<file path="config.mk">
export PLATFORM = sky130hd
export DESIGN_NAME = mem_check_scoreboard
export DESIGN_NICKNAME = d
export VERILOG_FILES = /design/src/rtl/mem_check_pkg.sv /design/src/rtl/mem_check_scoreboard_table.sv /design/src/rtl/mem_check_scoreboard.sv
export SDC_FILE = /design/constraint.sdc
export NUM_CORES = 2
export LEC_CHECK = 0
export BUFFER_PORTS_ARGS = -buffer_cell sky130_fd_sc_hd__buf_2
export CAP_MARGIN = 30
export CORE_MARGIN = 4
export CORE_UTILIZATION = 52
export DETAILED_ROUTE_END_ITERATION = 16
export HOLD_SLACK_MARGIN = 0.05
export PLACE_DENSITY = 0.68
export RECOVER_POWER = 50
export SYNTH_ARGS = -nofsm -noshare
export SYNTH_HDL_FRONTEND = slang
export SYNTH_SLANG_ARGS = --single-unit
</file>
<file path="constraint.sdc">
create_clock -name clk -period 10.54 [get_ports clk]
set_input_delay 1.054 -clock clk [delete_from_list [all_inputs] [get_ports clk]]
set_output_delay 1.054 -clock clk [all_outputs]
set_load 0.02 [all_outputs]
</file>
<file path="src/rtl/mem_check_pkg.sv">
// Shared types for the data-memory self-check scoreboard: compare sizes,
// table entry layout, FSM states and the size-to-mask helper.
// Entry field widths are fixed here and must match the ADDR_W / DATA_W /
// CYC_W parameters of mem_check_scoreboard.
package mem_check_pkg;

    localparam int ENTRY_ADDR_W = 32;
    localparam int ENTRY_DATA_W = 32;
    localparam int ENTRY_CYC_W  = 16;

    typedef enum logic [1:0] {
        SZ8  = 2'd0,
        SZ16 = 2'd1,
        SZ32 = 2'd2
    } check_size_e;

    typedef struct packed {
        logic [ENTRY_ADDR_W-1:0] addr;
        check_size_e             size;
        logic [ENTRY_DATA_W-1:0] value;
        logic [ENTRY_CYC_W-1:0]  clk;
    } check_entry_t;

    typedef enum logic [1:0] {
        IDLE = 2'd0,
        RUN  = 2'd1,
        CMP  = 2'd2,
        DONE = 2'd3
    } chk_state_e;

    // Byte, halfword or full-word compare mask; anything else compares the full word.
    function automatic logic [ENTRY_DATA_W-1:0] size_mask(input check_size_e sz);
        logic [ENTRY_DATA_W-1:0] m;
        case (sz)
            SZ8:     m = {{(ENTRY_DATA_W-8){1'b0}}, 8'hFF};
            SZ16:    m = {{(ENTRY_DATA_W-16){1'b0}}, 16'hFFFF};
            default: m = '1;
        endcase
        return m;
    endfunction

endpackage

</file>
<file path="src/rtl/mem_check_scoreboard_table.sv">
// Expectation table: NB_CHECKS entries, one synchronous write port and one
// asynchronous read port. Contents are deliberately not reset.
module check_table
    import mem_check_pkg::*;
#(
    parameter int NB_CHECKS = 32
) (
    input  logic                          clk,
    input  logic                          we,
    input  logic [$clog2(NB_CHECKS)-1:0]  widx,
    input  check_entry_t                  wdata,
    input  logic [$clog2(NB_CHECKS)-1:0]  ridx,
    output check_entry_t                  rdata
);

    check_entry_t entries [NB_CHECKS];

    // Table load port.
    always_ff @(posedge clk) begin
        if (we) begin
            entries[widx] <= wdata;
        end
    end

    assign rdata = entries[ridx];

endmodule

</file>
<file path="src/rtl/mem_check_scoreboard.sv">
// Data-memory self-check scoreboard. Walks a loaded table of expectations,
// stalls the core at each due cycle, reads the memory word through a side
// port and compares it under a size mask, counting passes and failures.
// Optional macro MEM_CHECK_STOP_ON_FAIL_EN: stop at the first mismatch.
module mem_check_scoreboard
    import mem_check_pkg::*;
#(
    parameter int NB_CHECKS = 32,
    parameter int ADDR_W    = 32,
    parameter int DATA_W    = 32,
    parameter int CYC_W     = 16
) (
    input  logic                          clk,
    input  logic                          rst,
    input  logic                          ld_valid,
    input  logic [$clog2(NB_CHECKS)-1:0]  ld_idx,
    input  logic [ADDR_W-1:0]             ld_addr,
    input  logic [1:0]                    ld_size,
    input  logic [DATA_W-1:0]             ld_value,
    input  logic [CYC_W-1:0]              ld_clk,
    input  logic [$clog2(NB_CHECKS):0]    n_checks,
    input  logic                          start,
    output logic                          dut_hold,
    output logic [ADDR_W-1:0]             rd_addr,
    input  logic [DATA_W-1:0]             rd_data,
    output logic [CYC_W-1:0]              cycle,
    output logic [$clog2(NB_CHECKS):0]    pass_cnt,
    output logic [$clog2(NB_CHECKS):0]    fail_cnt,
    output logic [$clog2(NB_CHECKS)-1:0]  first_fail_idx,
    output logic                          done,
    output logic                          all_pass
);

    localparam int IDX_W = $clog2(NB_CHECKS);
    localparam int CNT_W = IDX_W + 1;

    chk_state_e         state;
    logic [IDX_W-1:0]   ptr;
    logic [CNT_W-1:0]   n_chk_q;
    check_entry_t       wr_entry;
    check_entry_t       cur;
    logic               tbl_we;
    logic               due;
    logic               hit;
    logic               last;
    logic               finish;
    logic [DATA_W-1:0]  mask;

    // Normalise the loaded size code: 2 and 3 both mean a full-word compare.
    always_comb begin
        wr_entry.addr  = ld_addr;
        wr_entry.value = ld_value;
        wr_entry.clk   = ld_clk;
        case (ld_size)
            2'd0:    wr_entry.size = SZ8;
            2'd1:    wr_entry.size = SZ16;
            default: wr_entry.size = SZ32;
        endcase
    end

    assign tbl_we = (state == IDLE) && ld_valid;

    check_table #(
        .NB_CHECKS (NB_CHECKS)
    ) u_table (
        .clk   (clk),
        .we    (tbl_we),
        .widx  (ld_idx),
        .wdata (wr_entry),
        .ridx  (ptr),
        .rdata (cur)
    );

    // A late (unsorted) entry is caught by >= and simply checked immediately.
    assign due      = (state == RUN) && (cycle >= cur.clk);
    assign dut_hold = due || (state == CMP);
    // The address stays on the port through CMP; memory returns it one clock later.
    assign rd_addr  = dut_hold ? cur.addr : '0;
    assign mask     = size_mask(cur.size);
    assign hit      = ((rd_data ^ cur.value) & mask) == '0;
    assign last     = (CNT_W'(ptr) + CNT_W'(1)) == n_chk_q;
    assign all_pass = done && (fail_cnt == '0);

`ifdef MEM_CHECK_STOP_ON_FAIL_EN
    assign finish = last || !hit;
`else
    assign finish = last;
`endif

    // Scoreboard FSM with cycle counter, pointer and pass/fail bookkeeping.
    always_ff @(posedge clk or negedge rst) begin
        if (!rst) begin
            state          <= IDLE;
            ptr            <= '0;
            n_chk_q        <= '0;
            cycle          <= '0;
            pass_cnt       <= '0;
            fail_cnt       <= '0;
            first_fail_idx <= '0;
            done           <= 1'b0;
        end else begin
            case (state)
                IDLE, DONE: begin
                    if (start) begin
                        n_chk_q        <= n_checks;
                        cycle          <= '0;
                        pass_cnt       <= '0;
                        fail_cnt       <= '0;
                        first_fail_idx <= '0;
                        ptr            <= '0;
                        if (n_checks == '0) begin
                            state <= DONE;
                            done  <= 1'b1;
                        end else begin
                            state <= RUN;
                            done  <= 1'b0;
                        end
                    end
                end
                RUN: begin
                    if (due) begin
                        state <= CMP;
                    end else if (!(&cycle)) begin
                        cycle <= cycle + CYC_W'(1);
                    end
                end
                CMP: begin
                    if (hit) begin
                        pass_cnt <= pass_cnt + CNT_W'(1);
                    end else begin
                        fail_cnt <= fail_cnt + CNT_W'(1);
                        if (fail_cnt == '0) begin
                            first_fail_idx <= ptr;
                        end
                    end
                    if (finish) begin
                        state <= DONE;
                        done  <= 1'b1;
                    end else begin
                        ptr   <= ptr + IDX_W'(1);
                        state <= RUN;
                    end
                end
                default: state <= IDLE;
            endcase
        end
    end

endmodule

</file>
### Word level (Yosys, flattened, before mapping)

Memories as Yosys holds them, arrays and structs flattened.
Cells that the tools add are included.

| word-level totals | value |
|---|---|
| flip-flop bits (word level) | 47 |
| latch bits | 0 |
| bits in writable memories | 2624 |
| bits in read-only memories | 0 |
| bits of input ports | 129 |
| output and inout port bits | 68 |
| memories kept | 1 |

| operators by class | value |
|---|---|
| $add $sub $neg | 5 |
| multipliers | 0 |
| div/mod/pow operators | 0 |
| order comparisons | 1 |
| equality and inequality tests | 15 |
| shift operators | 0 |
| multiplexer cells | 29 |
| bitwise gates (word level) | 2 |
| reductions and logical operators | 22 |

Memory list:

| memory | depth | bits a word | rd ports | clocked after Yosys merged registers in | wr ports | RTL line | RTL |
|---|---|---|---|---|---|---|---|
| u_table.entries | 32 | 82 | 1 | 0 | 1 | mem_check_scoreboard_table.sv:16 | `check_entry_t entries [NB_CHECKS];` |

Operators by type and width:

| kind | number |
|---|---|
| case mux 32 bit (2 select lines) | 1 |
| two-way mux 16 bit | 3 |
| AND 32 bit | 1 |
| zero test 32 bit | 1 |
| two-way mux 32 bit | 1 |
| case mux 16 bit (2 select lines) | 1 |
| XOR 32 bit | 1 |
| case mux 6 bit (2 select lines) | 2 |
| two-way mux 5 bit | 4 |
| case mux 5 bit (2 select lines) | 2 |
| two-way mux 6 bit | 3 |
| adder 16 x 1 -> 16 bit, second input constant | 1 |
| greater-or-equal comparator 16 bit | 1 |
| != test 2 bit, second input constant | 8 |
| AND reduction 16 bit | 1 |
| adder 6 x 1 -> 6 bit, second input constant | 2 |
| zero test 6 bit | 2 |
| AND reduction 3 bit | 4 |
| two-way mux 2 bit | 4 |
| AND reduction 4 bit | 2 |
| adder 5 x 1 -> 6 bit, second input constant | 1 |
| == test 2 x 1 -> 1 bit, second input constant | 3 |
| == test 6 bit | 1 |
| zero test 2 bit | 3 |
| other kinds (12) | 21 |

### Longest topological paths before layout

An unclocked memory read counts as a cell.

| depth | value |
|---|---|
| word-level depth | 7 |
| mapped depth | 25 |
| depth with buffers taken out | 16 |

### By module

From an unflattened synthesis, not the netlist that was laid out.

| second synthesis, totals | value |
|---|---|
| cells, all modules | 5215 |
| area, all modules | 103648.2 um2 |

By module, submodules not included:

| module | instances | cells each | area an instance (um2) |
|---|---|---|---|
| check_table | 1 | 4733 | 99750.7 |
| mem_check_scoreboard | 1 | 482 | 3897.5 |

### Worst setup path after synthesis

No wires, ideal clock.

| timing | value |
|---|---|
| path kind | register to output |
| start | register ptr[0] |
| end | output dut_hold |
| arrival time | 5.870 ns |
| slack | 3.616 ns |
| cell stages (with the launch flop) | 26 |
| path buffers | 9 |
| path through | dfrtp_1 -> buf_6 -> buf_4 -> buf_4 -> buf_2 -> buf_4 -> buf_2 -> clkbuf_1 -> buf_2 -> mux4_2 -> mux4_2 -> nand2_1 -> nand2_1 -> ha_1 -> nand2b_1 -> a21o_1 -> a21o_1 -> a21o_1 -> a21o_1 -> a21o_1 -> a21o_1 -> a21oi_1 -> o31ai_1 -> a21oi_1 -> clkbuf_1 -> inv_1 |

| between the ends | value |
|---|---|
| longest elaborated chain between the ends | 4 |

RTL lines:

| element | RTL line | RTL |
|---|---|---|
| start, declared | mem_check_scoreboard.sv:38 | `logic [IDX_W-1:0] ptr;` |
| start signal, assigned | mem_check_scoreboard.sv:140 | `ptr <= ptr + IDX_W'(1);` |
| memory read (32 x 82 bit) | n/a |  |
| greater-or-equal comparator 16 bit | mem_check_scoreboard.sv:75 | `assign due = (state == RUN) && (cycle >= cur.clk);` |
| logical AND 1 bit | mem_check_scoreboard.sv:75 |  |
| logical OR 1 bit | mem_check_scoreboard.sv:76 | `assign dut_hold = due \|\| (state == CMP);` |
| end, declared | mem_check_scoreboard.sv:23 | `output logic dut_hold,` |

No other way between the ends.

### Worst setup path in the final report

| timing | value |
|---|---|
| start | register ptr[0] |
| end | output rd_addr[11] |

| between the ends | value |
|---|---|
| longest elaborated chain between the ends | 5 |

RTL lines:

| element | RTL line | RTL |
|---|---|---|
| memory read (32 x 82 bit) * | n/a |  |
| greater-or-equal comparator 16 bit | mem_check_scoreboard.sv:75 |  |
| logical AND 1 bit | mem_check_scoreboard.sv:75 |  |
| logical OR 1 bit | mem_check_scoreboard.sv:76 |  |
| two-way mux 32 bit * | mem_check_scoreboard.sv:78 | `assign rd_addr = dut_hold ? cur.addr : '0;` |
| end, declared | mem_check_scoreboard.sv:24 | `output logic [ADDR_W-1:0] rd_addr,` |

Every way passes the cells marked *; elsewhere a longest branch is shown, timed or not.

==> out/metrics.yaml <==
outcome:
  status: "finished, violations left"
  violations: "max-capacitance violations, max-slew violations"
power:
  power_density_nw_per_um2: 180
  p_leak_nw: 35.5
  ir_drop_mv: 0.150
  p_total_mw: 20.9
yosys:
  synth_warnings: 0
  synth_top_family_by_area: "multiplexers"
  synth_area_leaders: "edfxtp_1, mux4_2, mux2i_1, dfrtp_1, nand2_1"
  yosys-mux-area-fraction: 0.172
  synth-adder-area-share: 0.00302
  synthXorXnorAreaFrac: 0.00389
  yosysUniqueCellTypes: 71
  ys_ff_latch: 2671
  synth_compound_area_frac: 0.0183
  yosys.area_share.simple: 0.0185
  synth_top_area_share: 0.761
  ys.flop_type: "edfxtp_1"
  yosysSeqAreaShare: 0.772
  syn_avg_cell_area_sq_um: 22.5
  synth_edf_count: 2624
  synth_area_sq_um: 104000
  yosys.area.top_type: "edfxtp_1"
  async_reset_ff_frac: 0.0176
  syn-num-nets: 4754
  syn_inst: 4600
cts:
  htreeDepth: 5
  cts_buffers: 283
  cts_max_path_buffers: 4
  cts_root_buf: "clkbuf_16"
  cts.clk_slew.worst_paths_ps: 60
  cts.sinks: 2671
  hold_buffers: 0
  postCtsSetupRepairBufs: 0
  ctsResizeCount: 0
  worstSkewPairLatency_ps: 930
  cts_tree: "built"
global_route:
  grt_use_total: 0.263
  grt_pass1_wl_mm: 382
  grt_pass1_vias: 50900
  antenna_found_initial: 32
  grt-ovfl-total: 0
  grt_max_degree: 166
worst_setup_path:
  required_ps: 9490
  arrival_ps: 6360
  cp_max_fo: 110
  criticalPathCategory: "reg -> out"
  worst_setup_path_start_kind: "flop"
  crit_slowest_cell: "dfrtp_4"
  worstPathCellList: "buf_12 -> mux4_2 -> mux4_2 -> mux2i_1 -> ha_1 -> a21o_1 -> a21o_1 -> a211oi_1 -> o31ai_2 -> a21oi_4 -> buf_4 -> a21oi_1 -> buf_2"
  end_kind: "primary output"
  slowest_delay_ps: 980
sta:
  finalHoldViolCount: 0
  setup_viol: 0
  min_period_ps: 7410
  fmax_ghz: 0.135
  worst_clock_skew_ps: 48.7
  maxSlewHeadroom: -0.903
  fin_hold_ws_ps: 382
  layout_worst_path_cycle_share: 0.703
  worstMarginPinSlew_ps: 2850
  tns_ps: 0
  maxSlewViolCount: 67
  rsz0062_at_grt: "false"
worst_hold_path:
  min_path_type: "in -> reg"
place:
  dp_hpwl_mm: 136
  place_congestion: 0.783
  io_buffer_count: 196
  placed_cells: 7318
layout:
  drive_gt1_frac: 0.258
  final_cells: 7804
  area_growth_pct: 12.6
  layout.nets: 5120
floorplan:
  start_util: 0.524
  die_h_um: 454
  core_sq_um: 198000
  die_w_um: 454
  io_pins: 197
  rows: 163
  die_area_sq_um: 206000
detailed_routing:
  vias: 51100
  viasPerCell: 6.55
  drcViolationCount: 0
  wire_per_inst_um: 34.7
  first_iter_violations: 7190
  drtPass1Iterations: 6
  routed_wl_mm: 271
  antenna_left: 0
job:
  cap_viol_max_count: 3
-- power breakdown --
| part | leakage [nW] | switching, mW | internal, mW |
|---|---|---|---|
| Combinational | 7.34 | 0.162 | 0.0199 |
| Clock | 4.01 | 3.86 | 5.25 |
| Sequential | 24.1 | 0.00000000000469 | 11.7 |
| Total | 35.5 | 4.02 | 16.9 |
-- cells in the mapped netlist (all sizes together) (25+ instances only) --
master and number:
edfxtp 2624, mux4 686, mux2i 211, nand2 153, clkbuf 123, buf 116, a21oi 78, nor2 75
nand3 61, dfrtp 47, a22oi 45, ha 25
-- state kept, by name (all words and copies together), names as in the netlist --
signal	count
u_table.entries	2624
fail_cnt	6
pass_cnt	6
first_fail_idx	5
n_chk_q	6
done	1
state	2
ptr	5
cycle	16
-- final timing paths --
| check | slack, ps | startpoint | depth (start not counted) | to |
|---|---|---|---|---|
| hold / removal | 380 | n_checks[5] | 2 | n_chk_q[5]$_DFFE_PN0P_ |
| setup / recovery | 3130 | ptr[0]$_DFFE_PN0P_ | 13 | rd_addr[11] |
| max in group asynchronous | 7330 | rst | 2 | ptr[0]$_DFFE_PN0P_ |
| hold reg to reg | 540 | first_fail_idx[1]$_DFFE_PN0P_ | 2 | first_fail_idx[1]$_DFFE_PN0P_ |
| setup reg to reg | 4390 | ptr[0]$_DFFE_PN0P_ | 14 | pass_cnt[3]$_DFFE_PN0P_ |
| min in group asynchronous | 1150 | rst | 2 | cycle[3]$_DFFE_PN0P_ |
-- worst max-delay path: cells and delay by family, from the launching register on --
family	cells	cell delay [ps]
AOI/OAI and AO/OA	6	1050
buffers and inverters	3	1340
adders and majority gates	1	370
muxes	3	1580
DFF	1	980
-- layer usage --
metal / GRT usage / share of wire / vias up
met1: 0.379 / 0.39 / 27700
met5: 0 / 0.00052 / -
met3: 0.0464 / 0.085 / 433
met2: 0.418 / 0.49 / 2707
met4: 0.0780 / 0.028 / 18
li1: - / - / 20200
-- through the flow --
stage,setup WS (ps),instance area [sq um],utilization
after floorplan,3620,104000,-
after global placement,3810,108000,0.546
after detailed placement,3840,108000,0.549
after CTS,2830,117000,0.590
after global routing,2640,117000,0.590
final,3130,117000,0.590
-- area by class of cell --
type	instances	area, sq um
diodes	18	45.0
inverters	20	85.1
fillers	13800	81000
clock buffers	361	7520
well taps	2640	3300
clock inverters	104	724
multi-input cells	1670	22600
flip-flops and latches	2671	80000
repair buffers	320	2340
-- cell usage in the layout (no fill, tap or decap), types with 64 or more instances in the layout --
cell type,Yosys,layout
a21oi_1,78,77
clkbuf_16,0,289
edfxtp_1,2624,2624
clkinv_1,0,64
buf_2,67,115
clkbuf_1,122,155
mux4_2,684,684
nand2_1,152,152
mux2i_1,211,211
buf_4,28,83
-- cell families (layout without fill, tap and decap cells) --
family	count (synthesis)	count (layout)
AOI/OAI and AO/OA	275	275
and+or+nand+nor	403	403
DFF	2671	2671
other	0	18
adders and majority gates	25	25
muxes	921	921
buffers and inverters	259	805
xor gates and xnor gates	46	46
No activity file was read; power rests on OpenSTA's default activity.
